$ cat src/rtl/axi_stream_header_arbiter_if.sv
// Signal bundle between the header requesters, the header arbiter and the
// inserter's insert port and snooped output handshake.
interface axi_stream_header_arbiter_if #(
  parameter int unsigned DATA_WD      = 32,
  parameter int unsigned DATA_BYTE_WD = DATA_WD / 8,
  parameter int unsigned BYTE_CNT_WD  = $clog2(DATA_BYTE_WD),
  parameter int unsigned NUM_SRC      = 4,
  parameter int unsigned SRC_WD       = $clog2(NUM_SRC)
);
  logic [NUM_SRC-1:0]              req_valid;
  logic [NUM_SRC*DATA_WD-1:0]      req_data;
  logic [NUM_SRC*DATA_BYTE_WD-1:0] req_keep;
  logic [NUM_SRC-1:0]              req_ready;
  logic                            valid_insert;
  logic [DATA_WD-1:0]              data_insert;
  logic [DATA_BYTE_WD-1:0]         keep_insert;
  logic [BYTE_CNT_WD:0]            byte_insert_cnt;
  logic                            ready_insert;
  logic                            valid_out;
  logic                            ready_out;
  logic                            last_out;
  logic [SRC_WD-1:0]               grant_id;
  logic                            busy;
  logic                            hdr_drop;
  logic [15:0]                     pkt_cnt;

  // Arbiter side
  modport master (
    input  req_valid, req_data, req_keep, ready_insert, valid_out, ready_out, last_out,
    output req_ready, valid_insert, data_insert, keep_insert, byte_insert_cnt,
           grant_id, busy, hdr_drop, pkt_cnt
  );

  // Requester / inserter side
  modport slave (
    output req_valid, req_data, req_keep, ready_insert, valid_out, ready_out, last_out,
    input  req_ready, valid_insert, data_insert, keep_insert, byte_insert_cnt,
           grant_id, busy, hdr_drop, pkt_cnt
  );
endinterface

$ cat src/rtl/axi_stream_header_arbiter.sv
// Round-robin arbiter sharing the header-insert port among NUM_SRC requesters;
// holds each grant until the inserter's output completes the packet.
module axi_stream_header_arbiter #(
  parameter int unsigned DATA_WD      = 32,
  parameter int unsigned DATA_BYTE_WD = DATA_WD / 8,
  parameter int unsigned BYTE_CNT_WD  = $clog2(DATA_BYTE_WD),
  parameter int unsigned NUM_SRC      = 4,
  parameter int unsigned SRC_WD       = $clog2(NUM_SRC)
) (
  input logic clk,
  input logic rst,
  axi_stream_header_arbiter_if.master bus
);
  localparam int unsigned CNT_WD = BYTE_CNT_WD + 1;

  typedef enum logic [1:0] {IDLE, OFFER, WAIT_EOP} state_t;

  state_t                  state, state_nxt;
  logic [SRC_WD-1:0]       last_grant;
  logic [SRC_WD-1:0]       cand;
  logic [SRC_WD-1:0]       win_idx;
  logic                    win_found;
  logic [DATA_WD-1:0]      win_data;
  logic [DATA_BYTE_WD-1:0] win_keep;
  logic [CNT_WD-1:0]       win_cnt;
  logic                    hdr_hs;
  logic                    eop_hs;

  assign hdr_hs = bus.valid_insert & bus.ready_insert;
  assign eop_hs = bus.valid_out & bus.ready_out & bus.last_out;

  // Round-robin search starting just after the last granted source
  always_comb begin
    cand      = '0;
    win_idx   = '0;
    win_found = 1'b0;
    for (int unsigned i = 1; i <= NUM_SRC; i++) begin
      cand = SRC_WD'((32'(last_grant) + i) % NUM_SRC);
      if (!win_found && bus.req_valid[cand]) begin
        win_idx   = cand;
        win_found = 1'b1;
      end
    end
  end

  // Winner payload mux and keep popcount
  always_comb begin
    win_data = '0;
    win_keep = '0;
    win_cnt  = '0;
    for (int unsigned s = 0; s < NUM_SRC; s++) begin
      if (SRC_WD'(s) == win_idx) begin
        win_data = bus.req_data[s*DATA_WD +: DATA_WD];
        win_keep = bus.req_keep[s*DATA_BYTE_WD +: DATA_BYTE_WD];
      end
    end
    for (int unsigned b = 0; b < DATA_BYTE_WD; b++) begin
      win_cnt = win_cnt + CNT_WD'(win_keep[b]);
    end
  end

  always_ff @(posedge clk or posedge rst) begin
    if (rst) state <= IDLE;
    else     state <= state_nxt;
  end

  // Next state and the combinational accept pulse to the winner
  always_comb begin
    state_nxt     = state;
    bus.req_ready = '0;
    case (state)
      IDLE: begin
        if (win_found && !rst) begin
          bus.req_ready[win_idx] = 1'b1;
          state_nxt = (win_keep != '0) ? OFFER : IDLE;
        end
      end
      OFFER:    if (hdr_hs) state_nxt = WAIT_EOP;
      WAIT_EOP: if (eop_hs) state_nxt = IDLE;
      default:  state_nxt = IDLE;
    endcase
  end

  // Registered header, status and packet counter
  always_ff @(posedge clk or posedge rst) begin
    if (rst) begin
      last_grant          <= SRC_WD'(NUM_SRC - 1);
      bus.valid_insert    <= 1'b0;
      bus.data_insert     <= '0;
      bus.keep_insert     <= '0;
      bus.byte_insert_cnt <= '0;
      bus.grant_id        <= '0;
      bus.busy            <= 1'b0;
      bus.hdr_drop        <= 1'b0;
      bus.pkt_cnt         <= '0;
    end else begin
      bus.valid_insert <= (state_nxt == OFFER);
      bus.busy         <= (state_nxt != IDLE);
      bus.hdr_drop     <= 1'b0;
      if (state == IDLE && win_found) begin
        bus.data_insert     <= win_data;
        bus.keep_insert     <= win_keep;
        bus.byte_insert_cnt <= win_cnt;
        bus.grant_id        <= win_idx;
        last_grant          <= win_idx;
        bus.hdr_drop        <= (win_keep == '0);
      end
      if (state == WAIT_EOP && eop_hs && bus.pkt_cnt != 16'hFFFF) begin
        bus.pkt_cnt <= bus.pkt_cnt + 16'd1;
      end
    end
  end
endmodule

$ cat src/flat_wrapper.sv
// flat-port wrapper written by rule: the top's interface ports become plain ports
module axi_stream_header_arbiter_flat 
#(
  parameter int unsigned DATA_WD      = 32,
  parameter int unsigned DATA_BYTE_WD = DATA_WD / 8,
  parameter int unsigned BYTE_CNT_WD  = $clog2(DATA_BYTE_WD),
  parameter int unsigned NUM_SRC      = 4,
  parameter int unsigned SRC_WD       = $clog2(NUM_SRC)
)
  (clk, rst, bus_req_valid, bus_req_data, bus_req_keep, bus_ready_insert, bus_valid_out, bus_ready_out, bus_last_out, bus_req_ready, bus_valid_insert, bus_data_insert, bus_keep_insert, bus_byte_insert_cnt, bus_grant_id, bus_busy, bus_hdr_drop, bus_pkt_cnt);
  axi_stream_header_arbiter_if #(.DATA_WD(DATA_WD), .DATA_BYTE_WD(DATA_BYTE_WD), .BYTE_CNT_WD(BYTE_CNT_WD), .NUM_SRC(NUM_SRC), .SRC_WD(SRC_WD)) bus_i ();
  input logic clk;
  input logic rst;
  input wire logic [$bits(bus_i.req_valid)-1:0] bus_req_valid;
  input wire logic [$bits(bus_i.req_data)-1:0] bus_req_data;
  input wire logic [$bits(bus_i.req_keep)-1:0] bus_req_keep;
  input wire logic [$bits(bus_i.ready_insert)-1:0] bus_ready_insert;
  input wire logic [$bits(bus_i.valid_out)-1:0] bus_valid_out;
  input wire logic [$bits(bus_i.ready_out)-1:0] bus_ready_out;
  input wire logic [$bits(bus_i.last_out)-1:0] bus_last_out;
  output wire logic [$bits(bus_i.req_ready)-1:0] bus_req_ready;
  output wire logic [$bits(bus_i.valid_insert)-1:0] bus_valid_insert;
  output wire logic [$bits(bus_i.data_insert)-1:0] bus_data_insert;
  output wire logic [$bits(bus_i.keep_insert)-1:0] bus_keep_insert;
  output wire logic [$bits(bus_i.byte_insert_cnt)-1:0] bus_byte_insert_cnt;
  output wire logic [$bits(bus_i.grant_id)-1:0] bus_grant_id;
  output wire logic [$bits(bus_i.busy)-1:0] bus_busy;
  output wire logic [$bits(bus_i.hdr_drop)-1:0] bus_hdr_drop;
  output wire logic [$bits(bus_i.pkt_cnt)-1:0] bus_pkt_cnt;
  assign bus_i.req_valid = bus_req_valid;
  assign bus_i.req_data = bus_req_data;
  assign bus_i.req_keep = bus_req_keep;
  assign bus_i.ready_insert = bus_ready_insert;
  assign bus_i.valid_out = bus_valid_out;
  assign bus_i.ready_out = bus_ready_out;
  assign bus_i.last_out = bus_last_out;
  assign bus_req_ready = bus_i.req_ready;
  assign bus_valid_insert = bus_i.valid_insert;
  assign bus_data_insert = bus_i.data_insert;
  assign bus_keep_insert = bus_i.keep_insert;
  assign bus_byte_insert_cnt = bus_i.byte_insert_cnt;
  assign bus_grant_id = bus_i.grant_id;
  assign bus_busy = bus_i.busy;
  assign bus_hdr_drop = bus_i.hdr_drop;
  assign bus_pkt_cnt = bus_i.pkt_cnt;
  axi_stream_header_arbiter #(.DATA_WD(DATA_WD), .DATA_BYTE_WD(DATA_BYTE_WD), .BYTE_CNT_WD(BYTE_CNT_WD), .NUM_SRC(NUM_SRC), .SRC_WD(SRC_WD)) u_core (.clk(clk), .rst(rst), .bus(bus_i));
endmodule
$ cat config.mk
export PLATFORM = sky130hd
export DESIGN_NAME = axi_stream_header_arbiter_flat
export DESIGN_NICKNAME = d
export VERILOG_FILES = /design/src/rtl/axi_stream_header_arbiter_if.sv /design/src/rtl/axi_stream_header_arbiter.sv /design/src/flat_wrapper.sv
export SDC_FILE = /design/constraint.sdc
export NUM_CORES = 1
export LEC_CHECK = 0
export ABC_AREA = 1
export CORE_UTILIZATION = 30
export CTS_BUF_LIST = sky130_fd_sc_hd__clkbuf_8
export CTS_CLUSTER_DIAMETER = 40
export CTS_CLUSTER_SIZE = 16
export DETAILED_ROUTE_END_ITERATION = 6
export SETUP_SLACK_MARGIN = 0.2
export SLEW_MARGIN = 20
export SYNTH_ARGS = -nofsm -noshare
export SYNTH_HDL_FRONTEND = slang
export SYNTH_SLANG_ARGS = --single-unit
$ cat constraint.sdc
create_clock -name clk -period 3.69 [get_ports clk]
set_input_delay 0.369 -clock clk [delete_from_list [all_inputs] [get_ports clk]]
set_output_delay 0.369 -clock clk [all_outputs]
set_load 0.01 [all_outputs]
==> run_results.csv, run 1 <==
group,metric,value,unit
sta,min_period,3.249,ns
power_and_ir_drop,power.density,1040,mW/mm2
placed_design,gp_congestion,0.8263,
yosys,yosysWarnings,0,
floorplanning,coreArea,0.01288,mm2
sta,worst_pin_slew,0.6937,ns
sta,setup_tns,0,ns
floorplanning,rows,41,
yosys,synth_cells,477,
yosys,synth-compound-area-share,18.24,%
critical_path,cp.required,3.32,ns
grt,grt_overflow_total,0,
final_layout,nets,854,
placed_design,dp.cells,854,
power_and_ir_drop,swShare,51.12,%
critical_path,crit_fanout,9,
placed_design,portBuffers,217,
clock_network,cts_tree,"yes",
final_layout,final_util,50.77,%
floorplanning,die-area,0.01389,mm2
grt,antenna_found_initial,1,
critical_path,critPathKind,"flip-flop to output pin",
critical_path,cp_num_buf_inv,3,
clock_network,ctsHoldBuffers,0,
yosys,synth_edf_count,0,
floorplanning,initial_core_util,31.27,%
critical_path,end_kind,"output pin",
detailed_routing,viasPerCell,4.813,
sta,fin_crit_sh,88.06,%
worst_hold_path,min_path_type,"input port to asynchronous set/reset pin",
yosys,synth_mux_area_share,0.2797,%
yosys,synth_xor_area_share,2.610,%
yosys,synth_top_family_by_area,"simple AND/OR/NAND/NOR gates",
yosys,synth_ff_type,"dfrtp_1",
sta,whs,0.4920,ns
grt,grt_max_degree,47,
power_and_ir_drop,pwr-share-seq,17.7,%
clock_network,cts_buffers,9,
final_layout,area_growth,62.37,%
detailed_routing,wirelength,14360,um
sta,slew_violations,0,
critical_path,max_stage_delay,0.60,ns
placed_design,place_ws,0.2055,ns
final_layout,stdcell_area,0.006538,mm2
outcome,outcome,"complete, no violations",
yosys,avgSynthCellArea,8.441,um2
floorplanning,die_x,117.9,um
clock_network,insertion_delay,0.36,ns
power_and_ir_drop,clkPwrFrac,9.2,%
placed_design,post_dp_cell_area,0.006325,mm2
sta,max_clock_freq,307.7,MHz
yosys,yosys-top-cells-area,"dfrtp_1, nand2_1, a41oi_2, nor2_1, a21oi_1",
power_and_ir_drop,p_leak,2.637,nW
yosys,synth_top_area_share,38.53,%
sta,hold_viol_final,0,
yosys,yosys.area_share.simple,30.61,%
sta,grt_setup_unrepaired,"false",
sta,slew-limit-headroom,53.69,%
yosys,synthAdderAreaFrac,1.740,%
detailed_routing,first_iter_violations,207,
final_layout,finalNonFillerCells,873,
yosys,synth_nets,636,
detailed_routing,dr.pass1.iters,4,
sta,fin_skew,0.01501,ns
power_and_ir_drop,power.total,6.802,mW
floorplanning,die_h,117.9,um
flow_run,maxCapViolCount,0,
clock_network,cts.sinks,64,
clock_network,cts_resized,0,
final_layout,layout-drive-gt1-share,13.57,%
power_and_ir_drop,intPower,3.325,mW
yosys,yosys.area.top_type,"dfrtp_1",
detailed_routing,ant_nets,0,
grt,grt_pass1_vias,4370,
power_and_ir_drop,p_switching,3.477,mW
yosys,synth_area,0.004026,mm2
sta,fin_ws,0.4405,ns
clock_network,clock-root-buffer,"clkbuf_8",
yosys,ys_types,40,
clock_network,htree_levels,3,
yosys,synthArstFlopShare,100.0,%
yosys,synth.top_cells.by_count,"nand2_1, dfrtp_1, nor2_1, a21oi_1, a41oi_2",
critical_path,worstPathArrival,2.88,ns
grt,grt_use_total,20.78,%
detailed_routing,route.vias.total,4202,
critical_path,cp_cell_sequence,"inv_2, nand2_2, nand2_1, o21ai_1, nand3b_1, nand2_2, nor2_1, inv_1, nor3_1, clkdlybuf4s50_1",
critical_path,critPathSlowestCell,"dfstp_2",
clock_network,cts.clk_slew.worst_paths,0.07,ns
placed_design,hpwl,10530,um
critical_path,crit_top_cell,"nand2_2",
grt,grt_pass1_wl,22660,um
critical_path,cp-start-kind,"flip-flop",
clock_network,cts_buffer_depth,2,
detailed_routing,drc,0,
clock_network,post-cts-setup-buffers,0,
floorplanning,io_pins,218,
yosys,synth_seq_cells,64,
power_and_ir_drop,p_comb_share,73.1,%
critical_path,critPathTopFamily,"buffers and inverters",
yosys,ys_seq_area_share,39.84,%
power_and_ir_drop,ir_worst_vdd,0.4587,mV
sta,setup_viol,0,
yosys,yosysMostFrequentCell,"nand2_1",
detailed_routing,wire_per_inst,16.45,um
-- flip-flops by register name, indices dropped and copies added, names as in the netlist, 2 cells and up --
signal / count
u_core.state: 2
u_core.bus.pkt_cnt: 16
u_core.bus.keep_insert: 4
u_core.bus.byte_insert_cnt: 3
u_core.bus.data_insert: 32
u_core.bus.grant_id: 2
u_core.last_grant: 2
-- path summary, 6_finish.rpt --
check	from	end	slack [ns]	depth (start not counted)
setup / recovery	u_core.last_grant[0]$_DFFE_PP1P_	bus_req_ready[1]	0.44	10
hold / removal	rst	u_core.bus.keep_insert[2]$_DFFE_PP0P_	0.49	2
setup reg to reg	u_core.last_grant[0]$_DFFE_PP1P_	u_core.bus.byte_insert_cnt[1]$_DFFE_PP0P_	0.47	20
hold reg to reg	u_core.bus.byte_insert_cnt[1]$_DFFE_PP0P_	u_core.bus.byte_insert_cnt[1]$_DFFE_PP0P_	0.49	2
max in group asynchronous	rst	u_core.bus.keep_insert[3]$_DFFE_PP0P_	2.27	3
min in group clk	u_core.bus.byte_insert_cnt[1]$_DFFE_PP0P_	u_core.bus.byte_insert_cnt[1]$_DFFE_PP0P_	0.49	2
-- placed cells by master (no fill, tap or decap), types with 2 or more instances in the layout --
cell type / Yosys / final
nor2_1: 53 / 53
nand2_1: 166 / 165
nand2_8: 2 / 2
clkbuf_8: 0 / 9
nor2_2: 4 / 4
o21ai_0: 4 / 4
ha_1: 4 / 4
a41oi_2: 30 / 30
nand4_1: 5 / 5
clkinvlp_4: 0 / 3
nor2_8: 3 / 3
xnor2_1: 9 / 9
nand2_2: 8 / 9
nand3_1: 18 / 18
clkinv_2: 0 / 2
inv_1: 20 / 19
nand3_2: 4 / 4
inv_6: 2 / 3
a21oi_1: 34 / 34
clkdlybuf4s50_1: 0 / 217
buf_4: 3 / 11
nor3_1: 3 / 3
dfstp_2: 2 / 2
inv_2: 3 / 4
dfrtp_1: 62 / 62
a41oi_1: 2 / 2
xor2_1: 3 / 3
o21ai_1: 3 / 3
-- logic make-up (layout without fill, tap and decap cells) --
| logic type | count (synthesis) | count (layout) |
|---|---|---|
| and+or+nand+nor | 272 | 272 |
| AOI/OAI and AO/OA | 76 | 76 |
| adders and majority gates | 5 | 5 |
| buffers and inverters | 47 | 270 |
| other | 0 | 1 |
| muxes | 1 | 1 |
| DFF | 64 | 64 |
| xor gates and xnor gates | 12 | 12 |
-- worst register-to-register path, stage by stage (launching register included) --
cell and delay [ns]:
dfstp_2 0.60, inv_2 0.11, nand2_1 0.09, nand2_1 0.09, nand2_2 0.10, nand2_2 0.08, nor2_4 0.13, nand3_2 0.11
nand3_2 0.14, nand2_8 0.12, inv_6 0.12, nor2_8 0.05, nand2_1 0.06, nand3_1 0.07, a21o_2 0.21, inv_1 0.06
ha_1 0.23, fa_1 0.37, ha_1 0.27, nand2_1 0.07, nand2_1 0.05
-- power groups by stage --
stage | clock network, mW | registers [mW] | logic, mW
2_1_floorplan | 0 | 1.32 | 3.45
5_1_grt | 0.670 | 1.25 | 5.50
3_3_place_gp | 0 | 1.21 | 4.89
4_1_cts | 0.641 | 1.21 | 5.00
3_5_place_dp | 0 | 1.22 | 4.97
6_report | 0.623 | 1.21 | 4.97
-- final cells by class --
class                      instances  area (um2)
fill                            1226        6339
timing repair buffer             228        2255
multi-input combinational        366        2156
sequential                        64        1604
tap                              172       215.2
clock buffer                       9       123.9
inverter                          26       110.1
clock inverter                     7       71.32
antenna                            1       2.502
-- per-layer routing --
layer / routed length (um) / global-route usage, %
met1: 5950 / 24.47
met5: 0 / 0
met4: 144 / 5.208
met2: 6837 / 35.07
met3: 1428 / 8.236
(Power assumes the default switching activity.)
==> run 2, diff against run 1 <==
--- a/config.mk
+++ b/config.mk
@@ -11,6 +11,7 @@
 export CTS_CLUSTER_DIAMETER = 40
 export CTS_CLUSTER_SIZE = 16
 export DETAILED_ROUTE_END_ITERATION = 6
+export HOLD_SLACK_MARGIN = 0.05
 export SETUP_SLACK_MARGIN = 0.2
 export SLEW_MARGIN = 20
 export SYNTH_ARGS = -nofsm -noshare
==> results of run 2 <==
Final layout, timing and power as in run 1 (identical DEF).
